**src/rtl/global_defs_pkg.sv**
```systemverilog
// rtl/global_defs_pkg.sv - shared request/command types, address field map and DDR4 timing defaults
package global_defs;

    typedef enum logic [1:0] {
        DATA_READ         = 2'd0,
        DATA_WRITE        = 2'd1,
        INSTRUCTION_FETCH = 2'd2
    } opcode_e;

    typedef struct packed {
        opcode_e     opcode;
        logic [32:0] address;
        logic [63:0] CPU_clock_count;
        logic [31:0] life;
    } parser_out_struct;

    typedef enum logic [2:0] {
        CMD_NOP = 3'd0,
        CMD_ACT = 3'd1,
        CMD_PRE = 3'd2,
        CMD_RD  = 3'd3,
        CMD_WR  = 3'd4
    } dram_cmd_e;

    typedef enum logic [2:0] {
        IDLE      = 3'd0,
        CHECK     = 3'd1,
        ISSUE_PRE = 3'd2,
        ISSUE_ACT = 3'd3,
        ISSUE_RW  = 3'd4,
        WAIT_DATA = 3'd5
    } issuer_state_e;

    localparam int ROW_MSB   = 32;
    localparam int ROW_LSB   = 18;
    localparam int COLH_MSB  = 17;
    localparam int COLH_LSB  = 10;
    localparam int BA_MSB    = 9;
    localparam int BA_LSB    = 8;
    localparam int BG_MSB    = 7;
    localparam int BG_LSB    = 6;
    localparam int COLL_MSB  = 5;
    localparam int COLL_LSB  = 3;
    localparam int BYTE_MSB  = 2;
    localparam int BYTE_LSB  = 0;

    localparam int unsigned DEF_TRCD   = 24;
    localparam int unsigned DEF_TRP    = 24;
    localparam int unsigned DEF_TRAS   = 52;
    localparam int unsigned DEF_TCL    = 24;
    localparam int unsigned DEF_TCWL   = 20;
    localparam int unsigned DEF_TBURST = 4;

    // Counters are loaded in the issue cycle, which already counts as the first waited CPU cycle.
    function automatic logic [15:0] wait_load(input int unsigned dimm_cycles);
        return (dimm_cycles == 0) ? 16'd0 : 16'(2 * dimm_cycles - 1);
    endfunction

endpackage

```
**src/rtl/dram_addr_decode.sv**
```systemverilog
// rtl/dram_addr_decode.sv - combinational split of a 33-bit request address into DDR4 fields
module dram_addr_decode
    import global_defs::*;
(
    input  logic [32:0] addr,
    output logic [1:0]  bg,
    output logic [1:0]  ba,
    output logic [14:0] row,
    output logic [7:0]  col_hi,
    output logic [2:0]  col_lo
);

    logic [2:0] unused_byte;

    assign row         = addr[ROW_MSB:ROW_LSB];
    assign col_hi      = addr[COLH_MSB:COLH_LSB];
    assign ba          = addr[BA_MSB:BA_LSB];
    assign bg          = addr[BG_MSB:BG_LSB];
    assign col_lo      = addr[COLL_MSB:COLL_LSB];
    assign unused_byte = addr[BYTE_MSB:BYTE_LSB];

endmodule

```
**src/rtl/dram_cmd_issuer.sv**
```systemverilog
// rtl/dram_cmd_issuer.sv - issues DDR4 ACT/PRE/RD/WR per request with open-page row tracking
module dram_cmd_issuer
    import global_defs::*;
#(
    parameter int unsigned TRCD   = DEF_TRCD,
    parameter int unsigned TRP    = DEF_TRP,
    parameter int unsigned TRAS   = DEF_TRAS,
    parameter int unsigned TCL    = DEF_TCL,
    parameter int unsigned TCWL   = DEF_TCWL,
    parameter int unsigned TBURST = DEF_TBURST
) (
    input  logic             CPU_clock,
    input  logic             rst_n,
    input  logic             req_valid,
    input  parser_out_struct req,
    output logic             req_ready,
    output logic             drop_err,
    output logic             cmd_valid,
    output dram_cmd_e        cmd,
    output logic [1:0]       cmd_bg,
    output logic [1:0]       cmd_ba,
    output logic [14:0]      cmd_addr,
    output logic             done
);

    localparam logic [15:0] LD_TRCD = wait_load(TRCD);
    localparam logic [15:0] LD_TRP  = wait_load(TRP);
    localparam logic [15:0] LD_RD   = wait_load(TCL + TBURST);
    localparam logic [15:0] LD_WR   = wait_load(TCWL + TBURST);
    localparam logic [15:0] RAS_MIN = 16'(2 * TRAS);

    logic [1:0]  dec_bg, dec_ba;
    logic [14:0] dec_row;
    logic [7:0]  dec_col_hi;
    logic [2:0]  dec_col_lo;
    logic        unused_req_bits;

    dram_addr_decode u_addr_decode (
        .addr   (req.address),
        .bg     (dec_bg),
        .ba     (dec_ba),
        .row    (dec_row),
        .col_hi (dec_col_hi),
        .col_lo (dec_col_lo)
    );

    assign unused_req_bits = ^{req.CPU_clock_count, req.life, dec_col_lo[0]};

    issuer_state_e state_q, state_d;
    logic [1:0]    bg_q, bg_d, ba_q, ba_d;
    logic [14:0]   row_q, row_d;
    logic [9:0]    col_q, col_d;
    logic          is_wr_q, is_wr_d;
    logic [15:0]   open_q, open_d;
    logic [14:0]   open_row_q [16];
    logic [14:0]   open_row_d [16];
    logic [15:0]   ras_cnt_q, ras_cnt_d;
    logic [3:0]    ras_bank_q, ras_bank_d;
    logic [15:0]   wait_cnt_q, wait_cnt_d;
    logic          dimm_phase_q, dimm_phase_d;
    logic          req_ready_q, req_ready_d;
    logic          drop_err_q, drop_err_d;
    logic          cmd_valid_q, cmd_valid_d;
    dram_cmd_e     cmd_q, cmd_d;
    logic [1:0]    cmd_bg_q, cmd_bg_d, cmd_ba_q, cmd_ba_d;
    logic [14:0]   cmd_addr_q, cmd_addr_d;
    logic          done_q, done_d;

    logic [3:0] bank_idx;
    logic       dimm_edge, wait_zero, tras_ok;

    assign bank_idx  = {bg_q, ba_q};
    assign dimm_edge = !dimm_phase_q;
    assign wait_zero = (wait_cnt_q == 16'd0);
    assign tras_ok   = (ras_bank_q != bank_idx) || (ras_cnt_q >= RAS_MIN);

    always_comb begin
        state_d      = state_q;
        bg_d         = bg_q;
        ba_d         = ba_q;
        row_d        = row_q;
        col_d        = col_q;
        is_wr_d      = is_wr_q;
        open_d       = open_q;
        open_row_d   = open_row_q;
        ras_cnt_d    = (ras_cnt_q == 16'hFFFF) ? ras_cnt_q : ras_cnt_q + 16'd1;
        ras_bank_d   = ras_bank_q;
        wait_cnt_d   = wait_zero ? 16'd0 : wait_cnt_q - 16'd1;
        dimm_phase_d = !dimm_phase_q;
        drop_err_d   = req_valid && !req_ready_q;
        cmd_valid_d  = 1'b0;
        cmd_d        = CMD_NOP;
        cmd_bg_d     = 2'd0;
        cmd_ba_d     = 2'd0;
        cmd_addr_d   = 15'd0;
        done_d       = 1'b0;

        case (state_q)
            IDLE: begin
                if (req_valid) begin
                    bg_d    = dec_bg;
                    ba_d    = dec_ba;
                    row_d   = dec_row;
                    col_d   = {dec_col_hi, dec_col_lo[2:1]};
                    is_wr_d = (req.opcode == DATA_WRITE);
                    state_d = CHECK;
                end
            end
            CHECK: begin
                if (!open_q[bank_idx])                  state_d = ISSUE_ACT;
                else if (open_row_q[bank_idx] == row_q) state_d = ISSUE_RW;
                else                                    state_d = ISSUE_PRE;
            end
            ISSUE_PRE: begin
                if (dimm_edge && wait_zero && tras_ok) begin
                    cmd_valid_d      = 1'b1;
                    cmd_d            = CMD_PRE;
                    cmd_bg_d         = bg_q;
                    cmd_ba_d         = ba_q;
                    wait_cnt_d       = LD_TRP;
                    open_d[bank_idx] = 1'b0;
                    state_d          = ISSUE_ACT;
                end
            end
            ISSUE_ACT: begin
                if (dimm_edge && wait_zero) begin
                    cmd_valid_d          = 1'b1;
                    cmd_d                = CMD_ACT;
                    cmd_bg_d             = bg_q;
                    cmd_ba_d             = ba_q;
                    cmd_addr_d           = row_q;
                    wait_cnt_d           = LD_TRCD;
                    open_d[bank_idx]     = 1'b1;
                    open_row_d[bank_idx] = row_q;
                    // ras_cnt holds CPU cycles elapsed since the ACT cycle itself
                    ras_cnt_d            = 16'd1;
                    ras_bank_d           = bank_idx;
                    state_d              = ISSUE_RW;
                end
            end
            ISSUE_RW: begin
                if (dimm_edge && wait_zero) begin
                    cmd_valid_d = 1'b1;
                    cmd_d       = is_wr_q ? CMD_WR : CMD_RD;
                    cmd_bg_d    = bg_q;
                    cmd_ba_d    = ba_q;
                    cmd_addr_d  = {5'd0, col_q};
                    wait_cnt_d  = is_wr_q ? LD_WR : LD_RD;
                    state_d     = WAIT_DATA;
                end
            end
            WAIT_DATA: begin
                if (wait_zero) begin
                    done_d  = 1'b1;
                    state_d = IDLE;
                end
            end
            default: state_d = IDLE;
        endcase

        req_ready_d = (state_d == IDLE);
    end

    always_ff @(posedge CPU_clock) begin
        if (!rst_n) begin
            state_q      <= IDLE;
            bg_q         <= 2'd0;
            ba_q         <= 2'd0;
            row_q        <= 15'd0;
            col_q        <= 10'd0;
            is_wr_q      <= 1'b0;
            open_q       <= 16'd0;
            ras_cnt_q    <= 16'd0;
            ras_bank_q   <= 4'd0;
            wait_cnt_q   <= 16'd0;
            dimm_phase_q <= 1'b0;
            req_ready_q  <= 1'b1;
            drop_err_q   <= 1'b0;
            cmd_valid_q  <= 1'b0;
            cmd_q        <= CMD_NOP;
            cmd_bg_q     <= 2'd0;
            cmd_ba_q     <= 2'd0;
            cmd_addr_q   <= 15'd0;
            done_q       <= 1'b0;
        end else begin
            state_q      <= state_d;
            bg_q         <= bg_d;
            ba_q         <= ba_d;
            row_q        <= row_d;
            col_q        <= col_d;
            is_wr_q      <= is_wr_d;
            open_q       <= open_d;
            ras_cnt_q    <= ras_cnt_d;
            ras_bank_q   <= ras_bank_d;
            wait_cnt_q   <= wait_cnt_d;
            dimm_phase_q <= dimm_phase_d;
            req_ready_q  <= req_ready_d;
            drop_err_q   <= drop_err_d;
            cmd_valid_q  <= cmd_valid_d;
            cmd_q        <= cmd_d;
            cmd_bg_q     <= cmd_bg_d;
            cmd_ba_q     <= cmd_ba_d;
            cmd_addr_q   <= cmd_addr_d;
            done_q       <= done_d;
        end
    end

    // Row values are only meaningful behind a set open bit, so they need no reset.
    always_ff @(posedge CPU_clock) begin
        open_row_q <= open_row_d;
    end

    assign req_ready = req_ready_q;
    assign drop_err  = drop_err_q;
    assign cmd_valid = cmd_valid_q;
    assign cmd       = cmd_q;
    assign cmd_bg    = cmd_bg_q;
    assign cmd_ba    = cmd_ba_q;
    assign cmd_addr  = cmd_addr_q;
    assign done      = done_q;

endmodule

```
**config.mk**
```make
export PLATFORM = sky130hd
export DESIGN_NAME = dram_cmd_issuer
export DESIGN_NICKNAME = d
export VERILOG_FILES = /design/src/rtl/global_defs_pkg.sv /design/src/rtl/dram_addr_decode.sv /design/src/rtl/dram_cmd_issuer.sv
export SDC_FILE = /design/constraint.sdc
export NUM_CORES = 1
export LEC_CHECK = 0
export BUFFER_PORTS_ARGS = -buffer_cell sky130_fd_sc_hd__buf_4
export CAP_MARGIN = 40
export CORE_ASPECT_RATIO = 2
export CORE_MARGIN = 10
export CORE_UTILIZATION = 30
export DETAILED_ROUTE_END_ITERATION = 7
export GPL_TIMING_DRIVEN = 1
export SYNTH_ARGS = -nofsm -noshare
export SYNTH_HDL_FRONTEND = slang
export SYNTH_SLANG_ARGS = --single-unit
```
**constraint.sdc**
```tcl
create_clock -name CPU_clock -period 3.6 [get_ports CPU_clock]
set_input_delay 0.72 -clock CPU_clock [delete_from_list [all_inputs] [get_ports CPU_clock]]
set_output_delay 0.72 -clock CPU_clock [all_outputs]
set_load 0.02 [all_outputs]
```
# ---- After elaboration in Yosys (flattened, before gate mapping)
# Index checks and enable logic that the tools add are counted.
dict set report word_totals {
  ff_bits 352
  inputBits 134
  output_inout_bits 26
}
dict set report op_classes {
  add_sub_neg 2
  n_lt_le_gt_ge 5
  eq_ne 11
  n_mux 48
  n_bitwise 4
  reduce_logical 17
}
# cell count
set op_table {}
lappend op_table {{$bwmux 240} 1}
lappend op_table {{$mux 16} 9}
lappend op_table {{$bmux 15 s4} 1}
lappend op_table {{$demux 15 s4} 1}
lappend op_table {{$mux 15} 4}
lappend op_table {{$pmux 16 s3} 1}
lappend op_table {{$pmux 16 s2} 1}
lappend op_table {{$pmux 15 s2} 1}
lappend op_table {{$mux 3} 9}
lappend op_table {{$pmux 3 s6} 1}
lappend op_table {{$add 16x1->16 const B} 1}
lappend op_table {{$and 16x16->16} 1}
lappend op_table {{$eq 16x16->1 const B} 1}
lappend op_table {{$ge 16x7->1 const B} 1}
lappend op_table {{$logic_not 16->1} 1}
lappend op_table {{$not 16->16} 1}
lappend op_table {{$or 16x16->16} 1}
lappend op_table {{$sub 16x1->16 const B} 1}
lappend op_table {{$eq 15x15->1} 1}
lappend op_table {{$mux 10} 1}
lappend op_table {{$mux 2} 5}
lappend op_table {{$pmux 3 s3} 1}
lappend op_table {{$pmux 2 s2} 2}
lappend op_table {{$eq 3x2->1 const B} 2}
lappend op_table {{23 further kinds} 38}

# ---- Longest topological paths before layout
dict set report depth {
  ltp_word 9
  depth_mapped 12
  depth_no_buf 10
}

# ---- Hierarchy
# Synthesis repeated with hierarchy kept, for this count alone.
dict set report hier_totals {
  cells_unflattened 1058
  area_unflattened_um2 14486.4
}
# module n_inst cells_per_inst area_per_inst_um2 seq_area_each_um2
set modules_own_cells {}
lappend modules_own_cells {dram_cmd_issuer 1 1028 14261.2 9449.1}
lappend modules_own_cells {dram_addr_decode 1 30 225.2 0.0}

# ---- Worst setup path after synthesis
# OpenSTA, ideal clock, no wires.
dict set report synth_path {
  path_type {reg-to-reg}
  start {register wait_cnt_q[0]}
  end {register open_row_q[195] (netlist bit) (enable)}
  arrival_time_ns 3.190
  setup_slack_ns -0.016
  path_stages_with_launch 9
  n_path_buf 1
  period_less_slack_ns 3.616
  path_cell_list {dfxtp_1 > inv_1 > ha_1 > nor4b_1 > nand4_1 > nor2_1 > nand2_1 > clkbuf_1 > nor4_1}
}
dict set report synth_between {
  elab_chain_cells 3
}
# item line_no
set synth_lines {}
lappend synth_lines {{start, declared} dram_cmd_issuer.sv:59} ;# logic [15:0] wait_cnt_q, wait_cnt_d;
lappend synth_lines {{start signal, assigned} dram_cmd_issuer.sv:195} ;# wait_cnt_q <= wait_cnt_d;
lappend synth_lines {{$logic_not 16->1} dram_cmd_issuer.sv:74} ;# assign wait_zero = (wait_cnt_q == 16'd0);
lappend synth_lines {{$logic_and 1x1->1} dram_cmd_issuer.sv:126} ;# if (dimm_edge && wait_zero) begin
lappend synth_lines {{$reduce_and 2->1 (no line)} n/a}
lappend synth_lines {{end signal, assigned} dram_cmd_issuer.sv:210} ;# open_row_q <= open_row_d;
lappend synth_lines {{end, declared} dram_cmd_issuer.sv:55} ;# logic [14:0] open_row_q [16];
# Every way passes these cells.
# A chain may end at the register's enable or synchronous reset.

# ---- Worst setup path in the final report
dict set report layout_path {
  start {register ba_q[0]}
  end {register req_ready_q (netlist: req_ready)}
}
dict set report layout_between {
  elab_chain_cells 9
}
# item line_no
set layout_lines {}
lappend layout_lines {{start, declared} dram_cmd_issuer.sv:50} ;# logic [1:0] bg_q, bg_d, ba_q, ba_d;
lappend layout_lines {{start signal, assigned} dram_cmd_issuer.sv:168} ;# ba_q <= 2'd0;
lappend layout_lines {{start signal, assigned} dram_cmd_issuer.sv:188} ;# ba_q <= ba_d;
lappend layout_lines {{$not 4->5 (not written as such)} dram_cmd_issuer.sv:111} ;# else if (open_row_q[bank_idx] == row_q) state_d = ISSUE_RW;
lappend layout_lines {{$bmux 15 s4} dram_cmd_issuer.sv:111}
lappend layout_lines {{$mux 15 (not written as such) (2 in series)} dram_cmd_issuer.sv:111}
lappend layout_lines {{$eq 15x15->1} dram_cmd_issuer.sv:111}
lappend layout_lines {{$mux 3} dram_cmd_issuer.sv:111}
lappend layout_lines {{$mux 3} dram_cmd_issuer.sv:110} ;# if (!open_q[bank_idx]) state_d = ISSUE_ACT;
lappend layout_lines {{$pmux 3 s6 (*)} dram_cmd_issuer.sv:98} ;# case (state_q)
lappend layout_lines {{$logic_not 3->1 (*)} dram_cmd_issuer.sv:161} ;# req_ready_d = (state_d == IDLE);
lappend layout_lines {{end signal, assigned} dram_cmd_issuer.sv:197} ;# req_ready_q <= req_ready_d;
lappend layout_lines {{end, declared} dram_cmd_issuer.sv:61} ;# logic req_ready_q, req_ready_d;
# Mark *: on every way between the ends. The rest lies on a longest branch, timed or not. The select of a mux whose other input is x is not followed.

==> results.md <==
* Status: finished clean
* # nets final at 1267
* Area growth syn-to-layout at 19.07%
* Syn nets at 1166
* Measured slew at the worst slew-check pin at 0.8793 ns
* Total negative slack at 0 ns
* Vias in the first global route at 8991
* Area share of the largest cell type after synthesis at 0.5054
* RSZ-0062 raised after global routing: false
* Io pins at 160
* Die height at 328.3 um
* Ranking of synthesized cells by area: edfxtp_1 51%, dfxtp_1 16%, mux4_2 6.3%, mux2i_1 4.6%, nand2_1 3.2%
* Die area at 57190 um^2
* Hold depth at 1
* Slew Viols, Final at 0
* Critical path class: register to register
* Tot Pwr at 9.584 mW
* Initial antenna violation count at 0
* Detailed Route WL at 33550 um
* Cell Area, Synth at 14260 um^2
* RR Endpoint: req_ready
* Setup bufs post-CTS at 0
* Post-Syn Instances at 1028
* Sequential cell area fraction in the yosys report at 0.6626
* Largest net degree at the start of global routing at 47
* Layout cell share with drive strength beyond 1 at 0.2152
* Worst slew margin at 0.4130
* Fin crit share at 0.8835
* DP HPWL at 22190 um
* Skew-Pair Late Insertion Delay at 0.53 ns
* Clk root buf: clkbuf_16
* # diodes at 0
* Number of synthesized flops with an enable pin at 240
* Reg2Reg Depth at 11
* Hold-fix buffers, CTS at 0
* Synth top cells by count: 240 x edfxtp_1, 122 x nand2_1, 112 x dfxtp_1
* Iter 0 DRT Violations at 671
* Drt drc at 0
* Register bit total from synthesis at 352
* Main synth FF type: edfxtp_1
* CTS HTree Levels at 2
* Via count at 8730
* Fin util at 0.3596
* Total global routing track utilization at 0.1148
* Max Fclk at 0.3144 GHz
* Maximum vdd ir drop at 312.3 uV
* FP Rows at 113
* Routability Congestion at 0.8185
* Hold_sp: req_ready
* Post-route minimum period at 3.180 ns
* Worst clock skew at 0.02346 ns
* Pleak at 5.636 nW
* Dominant cell type by area after synthesis: edfxtp_1
* Crit Path Max Fanout at 27
* Die width at 174.2 um
* Synth warn at 0
* Core area at 47220 um^2
* Effective utilization at floorplan at 0.3020
* Mean post-synth cell area at 13.87 um^2
* HP Class: register to register
* Worst-path clk slew at 0.06 ns
* Asr flop ratio synth at 0
* Drt wl/cell at 18.75 um
* Worst r2r src: ba_q[0]
* Antenna Nets Post-Route at 0
* Top-count cell post-synth: edfxtp_1
* WP data required at 3.99 ns
* Worst setup EP type: register
* Crit path DAT at 3.57 ns
* GR Overflow Total at 0
* Max clock buf depth at 3
* PwrDens at 564.4 nW/um^2
* Vias per cell at 4.880
* First drt pass iteration count at 5
* R2R Setup Slk at 0.42 ns
* IO buf count at 59
* Final setup viols at 0
* Post-synthesis cell type count at 63
* Pre-CTS WS at 0.3891 ns
* Final Hold Viols at 0
* Min-Delay Endpoint: drop_err
* CTS tree: built
* Fin area at 16980 um^2
* Startpoint types: register
* Resized Gates After CTS at 0
* First-pass GRT wire length at 52250 um
* PnR worst setup slack at 0.4196 ns
* CTS sink cnt at 352
* Placed cell area at 15820 um^2
* CTS buffer count at 36
* Max-cap violations at 0
## cells by family (layout without fill, tap and decap cells)
kind of cell / count (synthesis) / in the layout / share of synthesized area
AO/OA/AOI/OAI: 125 / 125 / 0.05659
flip-flops: 352 / 352 / 0.6626
buffers and inverters: 66 / 195 / 0.02193
AND/OR/NAND/NOR: 318 / 318 / 0.1055
XOR/XNOR: 45 / 45 / 0.02764
multiplexers: 118 / 118 / 0.1222
adder cells (fa/ha/maj): 4 / 4 / 0.003510
## stage by stage
| step | hold slack, ns | instances |
|---|---|---|
| finish | 0.4324 | 1789 |
| global route | 0.4376 | 1789 |
| CTS | 0.4160 | 1789 |
| detailed placement | 0.4116 | 1723 |
| global placement | 0.4097 | 1723 |
| floorplan | 0.4170 | 1028 |
## state kept, by name, summed over array words and instances (netlist names), 2 cells and up, named ones only
name        flops
open_row_q    240
bg_q            2
row_q          15
ras_cnt_q      16
cmd_ba          2
state_q         3
col_q          10
cmd             3
cmd_addr       15
cmd_bg          2
ras_bank_q      4
ba_q            2
wait_cnt_q     16
## layer usage
layer  track usage  share of wire  vias to the layer above
met5             0              0                        -
met4       0.03564          0.026                        0
li1              -              -                     4054
met2        0.1886           0.48                      261
met1        0.1508           0.44                     4356
met3       0.02126          0.055                       59
## critical path, cell delays in order, from the launching register on
cell       delay (ns)
dfxtp_4          0.71
buf_12           0.24
nor2b_1          0.24
buf_12           0.18
a22oi_1          0.10
a31o_2           0.28
a21oi_1          0.36
o2111ai_1        0.19
nor4_2           0.29
buf_4            0.19
a31o_2           0.17
nor3_2           0.04
## how the worst max path moves through the flow
| stage | startpoint | endpoint | slack (ns) | depth (start not counted) |
|---|---|---|---|---|
| detailed placement | ba_q[0] | req_ready | 0.39 | 11 |
| global placement | ba_q[0] | req_ready | 0.42 | 11 |
| CTS | ba_q[0] | req_ready | 0.37 | 11 |
| finish | ba_q[0] | req_ready | 0.42 | 11 |
| global route | ba_q[0] | req_ready | 0.23 | 11 |
| floorplan | wait_cnt_q[0] | open_row_q[165] | -0.02 | 8 |
## placed cells by master, fill, tap and decap left out, types with 24 or more instances in the layout
master,Yosys,routed
edfxtp_1,240,240
nand2_1,122,122
buf_4,6,112
dfxtp_1,112,109
nor2_1,76,76
mux2i_1,65,65
a21oi_1,56,56
mux4_2,40,40
clkbuf_16,0,39
xnor2_1,24,24
## power by group
group	internal, mW	switching, mW	leakage [nW]	total [mW]
clock network	2.17	1.48	0.572	3.66
registers	4.48	0.221	3.12	4.70
logic	0.536	0.691	1.94	1.23
total	7.19	2.40	5.64	9.58
## area by class of cell
| class | count | area (um^2) |
|---|---|---|
| repair buffers | 117 | 940.9 |
| clock buffers | 53 | 1049 |
| clock inverters | 13 | 117.6 |
| fillers | 4556 | 30240 |
| multi-input cells | 610 | 4581 |
| well taps | 632 | 790.8 |
| flip-flops and latches | 352 | 9458 |
| inverters | 12 | 45.04 |
No activity file was read; power rests on OpenSTA's default activity.
